--- src/rtl/debug_panel.sv ---
// Front-panel controller: debounced keys load a switch register, scroll a watch-word
// view, and drive a run/stop/single-step machine that emits a one-cycle CPU step enable.

module debug_key #(
  parameter int DEBOUNCE = 4
) (
  input  logic clock,
  input  logic resetn,
  input  logic key_n,
  output logic press
);
  localparam int CW = $clog2(DEBOUNCE + 1);

  logic          s1, s2, db;
  logic [CW-1:0] cnt;

  // db is the accepted (active-low) level; it flips only after DEBOUNCE differing samples
  always_ff @(posedge clock or negedge resetn) begin
    if (!resetn) begin
      s1    <= 1'b1;
      s2    <= 1'b1;
      db    <= 1'b1;
      cnt   <= '0;
      press <= 1'b0;
    end else begin
      s1    <= key_n;
      s2    <= s1;
      press <= 1'b0;
      if (s2 == db) begin
        cnt <= '0;
      end else if (cnt == CW'(DEBOUNCE - 1)) begin
        cnt   <= '0;
        db    <= s2;
        press <= ~s2;
      end else begin
        cnt <= cnt + 1'b1;
      end
    end
  end
endmodule

module debug_panel #(
  parameter int WORDS     = 32,
  parameter int SW_BYTES  = 2,
  parameter int DEBOUNCE  = 250000,
  parameter int DIV_WIDTH = 26
) (
  input  logic                       clock,
  input  logic                       resetn,
  input  logic [3:0]                 keys_n,
  input  logic [7:0]                 data_in,
  input  logic [1:0]                 byte_sel,
  input  logic                       run,
  input  logic [1:0]                 speed,
  input  logic                       halt,
  input  logic [WORDS*16-1:0]        watch,
  output logic [SW_BYTES*8-1:0]      switch_register,
  output logic                       cpu_step,
  output logic [1:0]                 state,
  output logic                       halted,
  output logic [$clog2(WORDS)-1:0]   view_index,
  output logic [15:0]                view_word,
  output logic                       active
);
  localparam int IW = $clog2(WORDS);

  typedef enum logic [1:0] {STOPPED = 2'd0, RUNNING = 2'd1, STEP = 2'd2} state_t;

  logic [3:0]                 press;
  logic [SW_BYTES-1:0][7:0]   sw;
  logic [15:0]                words [WORDS];
  logic [DIV_WIDTH-1:0]       div;
  logic [1:0]                 speed_q;
  logic                       run_q, run_rise, tick;
  logic                       step_d, halted_d;
  state_t                     state_q, state_d;

  debug_key #(.DEBOUNCE(DEBOUNCE)) u_key [3:0] (
    .clock  (clock),
    .resetn (resetn),
    .key_n  (keys_n),
    .press  (press)
  );

  for (genvar i = 0; i < WORDS; i++) begin : g_word
    assign words[i] = watch[16*i +: 16];
  end

  assign switch_register = sw;
  assign active          = |sw;
  assign state           = state_q;
  assign run_rise        = run & ~run_q;

  always_ff @(posedge clock or negedge resetn) begin
    if (!resetn) begin
      sw         <= '0;
      view_index <= '0;
      view_word  <= '0;
    end else begin
      for (int b = 0; b < SW_BYTES; b++)
        if (press[0] && byte_sel == 2'(b)) sw[b] <= data_in;
      if (press[2] && !press[3])
        view_index <= (view_index == IW'(WORDS - 1)) ? '0 : view_index + 1'b1;
      else if (press[3] && !press[2])
        view_index <= (view_index == '0) ? IW'(WORDS - 1) : view_index - 1'b1;
      view_word <= words[view_index];
    end
  end

  // A speed change restarts the divider, so the new period is measured from the change
  always_comb begin
    tick = 1'b0;
    case (speed)
      2'd0:    tick = 1'b1;
      2'd1:    tick = &div[DIV_WIDTH-3:0];
      2'd2:    tick = &div[DIV_WIDTH-2:0];
      default: tick = &div;
    endcase
    if (speed != 2'd0 && speed != speed_q) tick = 1'b0;
  end

  // run_q resets high so a run level held through reset is not taken as an edge
  always_ff @(posedge clock or negedge resetn) begin
    if (!resetn) begin
      div      <= '0;
      speed_q  <= 2'd0;
      run_q    <= 1'b1;
      cpu_step <= 1'b0;
      halted   <= 1'b0;
    end else begin
      div      <= (speed != speed_q) ? '0 : div + 1'b1;
      speed_q  <= speed;
      run_q    <= run;
      cpu_step <= step_d;
      halted   <= halted_d;
    end
  end

  always_ff @(posedge clock or negedge resetn) begin
    if (!resetn) state_q <= STOPPED;
    else         state_q <= state_d;
  end

  always_comb begin
    state_d = state_q;
    case (state_q)
      STOPPED: begin
        if (run_rise && !halt) state_d = RUNNING;
        else if (press[1])     state_d = STEP;
      end
      RUNNING: if (halt || !run) state_d = STOPPED;
      default: state_d = STOPPED;
    endcase
  end

  always_comb begin
    step_d   = 1'b0;
    halted_d = halted;
    case (state_q)
      STOPPED: begin
        if (halt)          halted_d = 1'b1;
        else if (run_rise) halted_d = 1'b0;
        step_d = press[1] && !(run_rise && !halt);
      end
      RUNNING: begin
        if (halt) halted_d = 1'b1;
        else      step_d   = run & tick;
      end
      default: ;
    endcase
  end
endmodule
--- config.mk ---
export PLATFORM = sky130hd
export DESIGN_NAME = debug_panel
export DESIGN_NICKNAME = d
export VERILOG_FILES = /design/src/rtl/debug_panel.sv
export SDC_FILE = /design/constraint.sdc
export NUM_CORES = 1
export LEC_CHECK = 0
export ABC_CLOCK_PERIOD_IN_PS = 1800
export BUFFER_PORTS_ARGS = -buffer_cell sky130_fd_sc_hd__buf_2
export CAP_MARGIN = 20
export CORE_AREA = 2 2 220 222
export DETAILED_ROUTE_END_ITERATION = 12
export DIE_AREA = 0 0 222 224
export PLACE_DENSITY_LB_ADDON = 0.05
export SLEW_MARGIN = 25
export SYNTH_ARGS = -nofsm -noshare
export SYNTH_HDL_FRONTEND = slang
export SYNTH_SLANG_ARGS = --single-unit
--- constraint.sdc ---
create_clock -name clock -period 1.8 [get_ports clock]
set_input_delay 0.09 -clock clock [delete_from_list [all_inputs] [get_ports clock]]
set_output_delay 0.09 -clock clock [all_outputs]
set_load 0.02 [all_outputs]
; After elaboration in Yosys (flattened, before gate mapping)
; Cells that the tools add are included.
[classes]
addsub = 7
magnitude_cmp = 1
n_eq_ne = 18
mux = 36
bitwise_logic = 12
n_reduce_logical = 30
[ops]
columns = op, count
row1 = $mux 18, 8
row2 = $bmux 16 s5, 1
row3 = $add 18x1->18 const B, 4
row4 = $eq 18x18->1 const B, 4
row5 = $mux 16, 2
row6 = $add 26x1->26 const B, 1
row7 = $mux 26, 1
row8 = $reduce_and 26->1, 1
row9 = $reduce_and 25->1, 1
row10 = $reduce_and 24->1, 1
row11 = $mux 5, 4
row12 = $reduce_or 16->1, 1
row13 = $mux 1, 13
row14 = $reduce_and 2->1, 5
row15 = $not 1->1, 9
row16 = $logic_and 1x1->1, 7
row17 = $eq 2x1->1 const B, 3
row18 = $ge 6x6->1 const B, 1
row19 = $logic_not 2->1, 3
row20 = $mux 2, 3
row21 = $not 5->6, 1
row22 = $reduce_bool 2->1, 3
row23 = $add 5x1->5 const B, 1
row24 = $eq 5x5->1 const B, 1
row25 = other kinds (15), 25
[word_totals]
regBits = 158
input_bits = 532

; Longest topological paths before layout
; Gate-level depths: netlist of the first run.
[logic_depth]
ltp_word = 6
depth_mapped = 10
ltp_nobuf = 7

; Cells and area by module
; A second synthesis of the first run with hierarchy kept.
[hier_totals]
cells_unflattened = 1012
area_unflattened_um2 = 11194.5
[modules_own_cells]
columns = module, n_inst, cells_each, area_each_um2, seq_area_each_um2
row1 = debug_panel, 1, 613, 6975.4, 1752.9
row2 = debug_key at u_key[0] ..., 3, 100, 1059.8, 554.3
row3 = debug_key at u_key[2], 1, 99, 1039.7, 554.3

; Least setup slack after synthesis of the first run
; Ideal clock, no wire load.
[synth_timing]
path_type = register to register
startpoint = register view_index[0]
endpoint = register view_word[11]
setup_time_ns = 0.135
t_arrival_ns = 2.014
setup_slack_ns = -0.350
stages_incl_launch_ff = 7
synth_period_minus_slack_ns = 2.150
path_cell_list = dfrtp_1 > clkbuf_2 > buf_2 > buf_2 > mux4_2 > a211oi_1 > a22oi_1
[synth_between]
elab_chain_cells = 4
[synth_lines]
columns = element, line
row1 = start: declaration, 61  ; output logic [$clog2(WORDS)-1:0] view_index,
row2 = start signal: assignment, 103  ; view_index <= (view_index == IW'(WORDS - 1)) ? '0 : view_index + 1'b1;
row3 = start signal: assignment, 105  ; view_index <= (view_index == '0) ? IW'(WORDS - 1) : view_index - 1'b1;
row4 = $not 5->6 (implied by the code), 106  ; view_word <= words[view_index];
row5 = $bmux 16 s5, 106
row6 = $mux 16 (implied by the code) (2 in series), 106
row7 = end signal: assignment, 106
row8 = end: declaration, 62  ; output logic [15:0] view_word,
; No other way between the ends. The select of a mux whose other input is x is not followed.
; A chain may end at the register's enable or synchronous reset.

; Final worst setup path of the first run
[layout_timing]
startpoint = register view_index[0]
endpoint = register view_word[3]
; The elaborated chain is that of the path after synthesis.

==> summary.log, run 1 <==
[run_status] outcome finished, violations left
[run_status] failing checks negative setup slack
[power] Max rail drop VDD 0.640 mV
[worst_setup_path] data required time of the worst path 2100 ps
[global_route] largest net degree at the start of global routing 53
[yosys] top cell type by total area after synthesis sky130_fd_sc_hd__dfrtp_1
[worst_setup_path] data arrival time of the critical path 2340 ps
[timing] Fin. Hold Viols 0
[timing] unrepaired setup endpoints after global routing true
[yosys] Synth Cell Area 11100 um^2
[cells_and_area] layout filler cell count 4880
[yosys] cell types with the highest counts after synthesis sky130_fd_sc_hd__dfrtp_1, sky130_fd_sc_hd__nor2_1, sky130_fd_sc_hd__mux4_2
[yosys] flops & latches, synth 158
[cts] latest clock arrival within the worst-skew pair 440 ps
[yosys] number of warnings printed during yosys synthesis 0
[placed_design] DP Cell Count 2310
[routing] average routed wire per standard cell 25.8 um
[power] total power consumption of the routed design 8.67 mW
[worst_setup_path] CP bufs+invs 2
[cts] buffer levels on the longest clock path 2
[worst_setup_path] worst reg2reg path startpoint view_index[0]
[yosys] number of instances in the synthesized netlist 1010
[floorplanning] num rows 80
[routing] remaining number of nets flagged by the antenna check after routing 0
[yosys] top cell type's share of synthesized area 32.8%
[worst_setup_path] internal reg-to-reg setup slack -240 ps
[yosys] cell types occupying the most area after synthesis sky130_fd_sc_hd__dfrtp_1, sky130_fd_sc_hd__mux4_2, sky130_fd_sc_hd__mux2i_1
[cells_and_area] Finished Cell Area 17600 um^2
[worst_setup_path] Reg2Reg Depth 5
[yosys] cell with the most instances after synthesis sky130_fd_sc_hd__dfrtp_1
[cts] number of clock sinks 158
[placed_design] Routability Congestion 1.09
[timing] transition time at the pin with the least slew margin 607 ps
[cells_and_area] signed area change from the synthesized netlist to the final layout 59.0%
[timing] setup clock skew after layout 10.1 ps
[floorplanning] Die Width 222 um
[flow_run] total of max-cap violations 0
[worst_setup_path] CP max FO 7
[timing] final worst-path setup slack -239 ps
[global_route] via count of the first global-routing pass 12443
[cells_and_area] nets 2299
[yosys] Post-Synthesis Net Count 1551
[cts] clock root buffer master sky130_fd_sc_hd__clkbuf_16
[cells_and_area] Storage cell area 3980 um^2
[yosys] most used flip-flop cell after synthesis sky130_fd_sc_hd__dfrtp_1
[worst_setup_path] cell breakdown of the critical path buf_12 > buf_6 > mux4_2 > a22oi_2 > a22oi_1
[worst_setup_path] Worst path max stage delay 520 ps
[worst_setup_path] category of the most critical setup path flip-flop to flip-flop
[cts] clock-pin slew on the worst setup and hold paths 70 ps
[floorplanning] core area 47300 um^2
[yosys] share of the yosys chip area belonging to registers 35.9%
[placed_design] Post-Place Cell Area 16000 um^2
[cells_and_area] multi-input gate area in the final layout 7180 um^2
[timing] TNS Setup -9900 ps
[placed_design] count of buffers inserted at the top-level ports 573
[timing] final-report max-slew violation count 0
[floorplanning] total I/O pin count 574
[global_route] antenna violations before repair 31
[worst_setup_path] cell with the largest stage delay on the worst path sky130_fd_sc_hd__mux4_2
[global_route] total routing usage reported by global routing 24.6%
[timing] minimum hold slack 114 ps
[power] Static Leak 7.70 nW
[power] areal power density over the cells 493 nW/um^2
[yosys] syn_area_per_cell 11.0 um^2
[routing] vias per inst 4.97
[cells_and_area] utilization after layout 37.2%
[routing] DR vias 11911
[placed_design] DP HPWL 52.2 mm
[yosys] number of enable-type register cells in the synthesized netlist 0
[floorplanning] initial standard-cell utilization of the core 23.4%
[worst_setup_path] Worst setup SP type flip-flop
[routing] number of iterations in the first detailed-routing pass 5
[routing] number of DRC violations after detailed-routing iteration 0 604
[timing] post-route minimum period 2040 ps
[worst_setup_path] kind of capture point of the worst setup path flip-flop
[timing] share of the clock period used by the worst path 113%
[worst_setup_path] endpoint of the worst register-to-register path view_word[3]
[timing] Max transition margin 59.4%
[cells_and_area] final cell count without fillers 2396
[global_route] total congestion overflow 0
[timing] final setup fails 59
[cts] number of clock buffers inserted by TritonCTS 17
[worst_hold_path] worst hold path type input port to async pin
[routing] Routed Wire Length 61.8 mm
[floorplanning] die outline height 224 um
[routing] DRC Markers 0
[placed_design] worst-case setup slack after placement -550 ps
[global_route] wire length of the first global-routing pass 87.5 mm
[yosys] fraction of registers with async set or reset after synthesis 100%
[worst_setup_path] cell family with the largest share of critical-path delay compound AO/OA/AOI/OAI gates
[yosys] count of distinct cell types in the synthesized netlist 60
[cts] CTS H-tree depth 4
[timing] Achievable Freq 490 MHz
[cells_and_area] share of final-layout standard cells stronger than drive strength 1 57.2%
[floorplanning] area of the die 49700 um^2
[cts] clock tree from TritonCTS done
[sequential cells by signal (all words and copies together), names as in the netlist]
signal and cells:
div 26, run_q 1, u_key.db 4, state 2
u_key.s1 4, cpu_step 1, u_key.press 4, switch_register 16
u_key.cnt 72, view_index 5, view_word 16, speed_q 2
u_key.s2 4, halted 1
[final cells by class]
class                      instances  share of cell area (%)
timing repair buffer             794                    28.4
sequential                       158                    22.6
inverter                          20                   0.427
multi-input combinational        767                    40.8
clock buffer                      24                    2.68
antenna                           10                   0.142
tap                              615                    4.37
clock inverter                     8                   0.491
[routing by layer]
metal | share of wire [%] | routed length [um] | global-route usage [%]
met1 | 45 | 28000 | 33.1
met2 | 46 | 28600 | 40.0
met3 | 6.8 | 4220 | 6.72
met4 | 1.4 | 881 | 4.56
met5 | 0.21 | 127 | 0
[cell usage in the layout (no fill, tap or decap), drive strengths merged, types with 31 or more instances in the layout]
cell type / netlist / layout
buf: 30 / 777
dfrtp: 145 / 145
nor2: 91 / 91
mux4: 87 / 87
mux2i: 82 / 82
a21oi: 47 / 47
xnor2: 38 / 38
nand3: 35 / 35
o21ai: 32 / 32
nand2: 31 / 31
xor2: 31 / 31
[cells by family (layout without fill, tap and decap cells)]
kind of cell    Yosys count  count (layout)  synth area share (%)
simple gates            301             301                  14.8
compound gates          199             199                  12.3
mux                     189             189                  27.2
flops                   158             158                  35.9
buf+inv                  85             846                  3.44
xor+xnor                 69              69                  5.46
fa+ha+maj                 9               9                  1.02
other cells               0              10                     0
[worst max-delay path by stage]
stage	from	to	slack (ps)	cells after the start
after global placement	view_index[0]	view_word[3]	-620	7
after CTS	view_index[0]	view_word[3]	-250	5
after global routing	view_index[0]	view_word[8]	-260	6
after detailed placement	view_index[0]	view_word[3]	-550	7
final	view_index[0]	view_word[3]	-240	5
after floorplan	u_key[2].cnt[6]	u_key[2].cnt[9]	-170	5
[power by group]
part,internal [mW],switching [mW]
Clock,1.99,1.59
Sequential,3.62,0.0404
Combinational,0.750,0.678
[repair_timing]
item / 4_1_cts / 5_1_grt
gates cloned: 2 / 0
setup buffers: 19 / 7
pin swaps: 25 / 11
setup endpoints to repair: 64 / 78
gates resized for setup: 58 / 50
hold buffers: 17 / 0
hold endpoints to repair: 171 / 0
[worst reg2reg max path, delay by kind of cell (launching register included)]
kind,cells,cell delay [ps]
compound gates,2,560
buf+inv,2,310
flops,1,510
mux,1,520
Power figures use the tool's default switching activity.
==> inputs of run 2 (changes only) <==
--- a/config.mk
+++ b/config.mk
@@ -11,7 +11,6 @@
 export CORE_AREA = 2 2 220 222
 export DETAILED_ROUTE_END_ITERATION = 12
 export DIE_AREA = 0 0 222 224
-export PLACE_DENSITY_LB_ADDON = 0.05
 export SLEW_MARGIN = 25
 export SYNTH_ARGS = -nofsm -noshare
 export SYNTH_HDL_FRONTEND = slang
==> run 2 against run 1 <==
The flow still finishes with violations (negative setup slack); design area rose by 0.93%; sequential share of layout area fell by 0.19 points; count of clock-buffer cells in the layout decreased by 7; critical endpoint is now u_key[1].db; highest routed layer unchanged.
==> summary.log, run 2 (same netlist as run 1, synthesis figures left out) <==
[power] areal power density over the cells 496 nW/um^2 [+0.70%]
[run_status] failing checks negative setup slack
[cells_and_area] utilization after layout 37.5% [+0.35 points]
[cts] clock tree from TritonCTS done
[routing] met1 wire length 30.3 mm [+8.3%]
[routing] top routing layer in use met5
[cells_and_area] nets 2277 [-0.96%]
[global_route] total routing usage reported by global routing 27.7% [+3.1 points]
[placed_design] Routability Congestion 1.17 [+7.3%]
[routing] remaining number of nets flagged by the antenna check after routing 0 [unchanged]
[cells_and_area] Most flops, register u_key.cnt
[power] Static Leak 7.61 nW [-1.1%]
[flow_run] total of max-cap violations 0 [unchanged]
[floorplanning] die outline height 224 um [unchanged]
[cts] number of clock buffers inserted by TritonCTS 17 [unchanged]
[worst_setup_path] cell with the largest stage delay on the worst path sky130_fd_sc_hd__or4_4
[floorplanning] total I/O pin count 574 [unchanged]
[cells_and_area] final cell count without fillers 2392 [-0.17%]
[floorplanning] num rows 80 [unchanged]
[worst_hold_path] worst hold path type input port to flip-flop
[cells_and_area] share of final-layout standard cells stronger than drive strength 1 59.3% [+2.1 points]
[routing] average routed wire per standard cell 29.6 um [+15%]
[worst_setup_path] CP bufs+invs 0 [-2]
[timing] final setup fails 66 [+12%]
[power] Max rail drop VDD 0.661 mV [+3.4%]
[run_status] outcome finished, violations left
[global_route] wire length of the first global-routing pass 94.9 mm [+8.5%]
[placed_design] DP HPWL 59.1 mm [+13%]
[routing] wire length on met3 6.26 mm [+48%]
[worst_setup_path] kind of capture point of the worst setup path flip-flop
[floorplanning] core area 47300 um^2 [unchanged]
[worst_setup_path] category of the most critical setup path flip-flop to flip-flop
[placed_design] DP Cell Count 2278 [-1.4%]
[cts] latest clock arrival within the worst-skew pair 450 ps [about the same]
[worst_setup_path] Worst setup SP type flip-flop
[cts] CTS H-tree depth 4 [unchanged]
[worst_setup_path] data arrival time of the critical path 2380 ps [+40 ps]
[worst_setup_path] data required time of the worst path 2180 ps [+80 ps]
[floorplanning] initial standard-cell utilization of the core 23.4% [unchanged]
[worst_setup_path] cell breakdown of the critical path or4b_1 > or4_4 > nor2_2 > mux2_2
[routing] Routed Wire Length 70.9 mm [+15%]
[timing] final worst-path setup slack -201 ps [+38.1 ps]
[timing] final-report max-slew violation count 0 [unchanged]
[cts] clock root buffer master sky130_fd_sc_hd__clkbuf_16
[routing] number of iterations in the first detailed-routing pass 5 [unchanged]
[cells_and_area] Largest regs u_key.cnt: 72 flops, div: 26 flops
[cells_and_area] signed area change from the synthesized netlist to the final layout 60.5%
[routing] Met2 Wirelength 31.8 mm [+11%]
[timing] share of the clock period used by the worst path 111% [-2.1 points]
[timing] unrepaired setup endpoints after global routing true
[global_route] largest net degree at the start of global routing 45 [-15%]
[floorplanning] Die Width 222 um [unchanged]
[timing] Max transition margin 52.0% [-7.4 points]
[timing] setup clock skew after layout 9.34 ps [-0.780 ps]
[cells_and_area] number of flip-flops in the largest register 72 [unchanged]
[timing] Achievable Freq 500 MHz [+1.9%]
[routing] number of DRC violations after detailed-routing iteration 0 1004 [+66%]
[timing] TNS Setup -9380 ps [+518 ps]
[cells_and_area] layout filler cell count 4737 [-2.9%]
[cts] buffer levels on the longest clock path 2 [unchanged]
[timing] post-route minimum period 2000 ps [-38.1 ps]
[timing] transition time at the pin with the least slew margin 716 ps [+109 ps]
[worst_setup_path] CP max FO 3 [-4]
[global_route] total congestion overflow 0 [unchanged]
[cells_and_area] most common cell after layout, fill and taps aside sky130_fd_sc_hd__buf_2
[routing] DR vias 12676 [+6.4%]
[routing] vias per inst 5.30 [+6.6%]
[placed_design] count of buffers inserted at the top-level ports 573 [unchanged]
[worst_setup_path] Worst path max stage delay 570 ps [+50 ps]
[global_route] antenna violations before repair 49 [+58%]
[timing] Fin. Hold Viols 0 [unchanged]
[routing] DRC Markers 0 [unchanged]
[worst_setup_path] cell family with the largest share of critical-path delay simple AND/OR/NAND/NOR gates
[global_route] via count of the first global-routing pass 12423 [-0.16%]
[cells_and_area] commonest cells after routing, fill and taps aside sky130_fd_sc_hd__buf_2, sky130_fd_sc_hd__dfrtp_1, sky130_fd_sc_hd__buf_4, sky130_fd_sc_hd__mux4_2, sky130_fd_sc_hd__nor2_1
[cts] number of clock sinks 158 [unchanged]
[cts] clock-pin slew on the worst setup and hold paths 70 ps [about the same]
[floorplanning] area of the die 49700 um^2 [unchanged]
==> run 2: cell type report <==
cell class | instances | area, um^2 | area share (%)
diodes | 28 | 70.1 | 0.395
repair buffers | 772 | 4910 | 27.6
clock buffers | 17 | 425 | 2.40
well taps | 615 | 769 | 4.33
inverters | 20 | 77.6 | 0.437
flip-flops and latches | 158 | 3980 | 22.4
clock inverters | 15 | 144 | 0.810
multi-input cells | 767 | 7380 | 41.6
==> run 2: per-stage QoR <==
step / power, mW / setup slack, ps / instance area, um^2 / hold WS [ps]
finish: 8.81 / -201 / 17800 / 31.6
global route: 9.15 / -260 / 17700 / 19.8
detailed placement: 5.13 / -476 / 15800 / 34.7
floorplan: 4.07 / -175 / 11300 / -206
CTS: 8.85 / -184 / 17100 / 3.42
global placement: 5.12 / -462 / 15800 / 30.1
==> run 2: routing by layer <==
metal	up-vias	track usage, %
li1	5456	-
met1	6346	37.0
met2	731	43.5
met3	131	7.48
met4	12	9.33
met5	-	0
==> run 2: report_power, final <==
part | internal (mW) | total, mW | switching, mW
clock | 1.84 | 3.63 | 1.79
combinational | 0.748 | 1.52 | 0.770
sequential | 3.62 | 3.66 | 0.0473
total | 6.20 | 8.81 | 2.61
==> run 2: path summary, 6_finish.rpt <==
kind | start | to | slack [ps] | cells past startpoint
setup / recovery | u_key[1].cnt[13] | u_key[1].db | -200 | 4
hold / removal | byte_sel[0] | switch_register[2] | 30 | 3
setup reg to reg | u_key[1].cnt[13] | u_key[1].db | -200 | 4
hold reg to reg | u_key[0].s1 | u_key[0].s2 | 360 | 0
max in group asynchronous | resetn | u_key[0].cnt[17] | 990 | 3
min in group asynchronous | resetn | state[0] | 120 | 2
==> run 2: timing repair <==
| item | CTS | global route |
|---|---|---|
| hold buffers | 18 | 0 |
| gates resized for setup | 72 | 99 |
| hold endpoints to repair | 153 | 0 |
| pin swaps | 16 | 37 |
| cloned | 3 | 3 |
| setup endpoints to repair | 62 | 85 |
| setup buffers | 12 | 21 |
==> run 2: worst reg2reg max path, cell delays in order, from the launching register on <==
cell and delay [ps]:
sky130_fd_sc_hd__dfrtp_1 380, sky130_fd_sc_hd__or4b_1 530, sky130_fd_sc_hd__or4_4 570, sky130_fd_sc_hd__nor2_2 120
sky130_fd_sc_hd__mux2_2 340
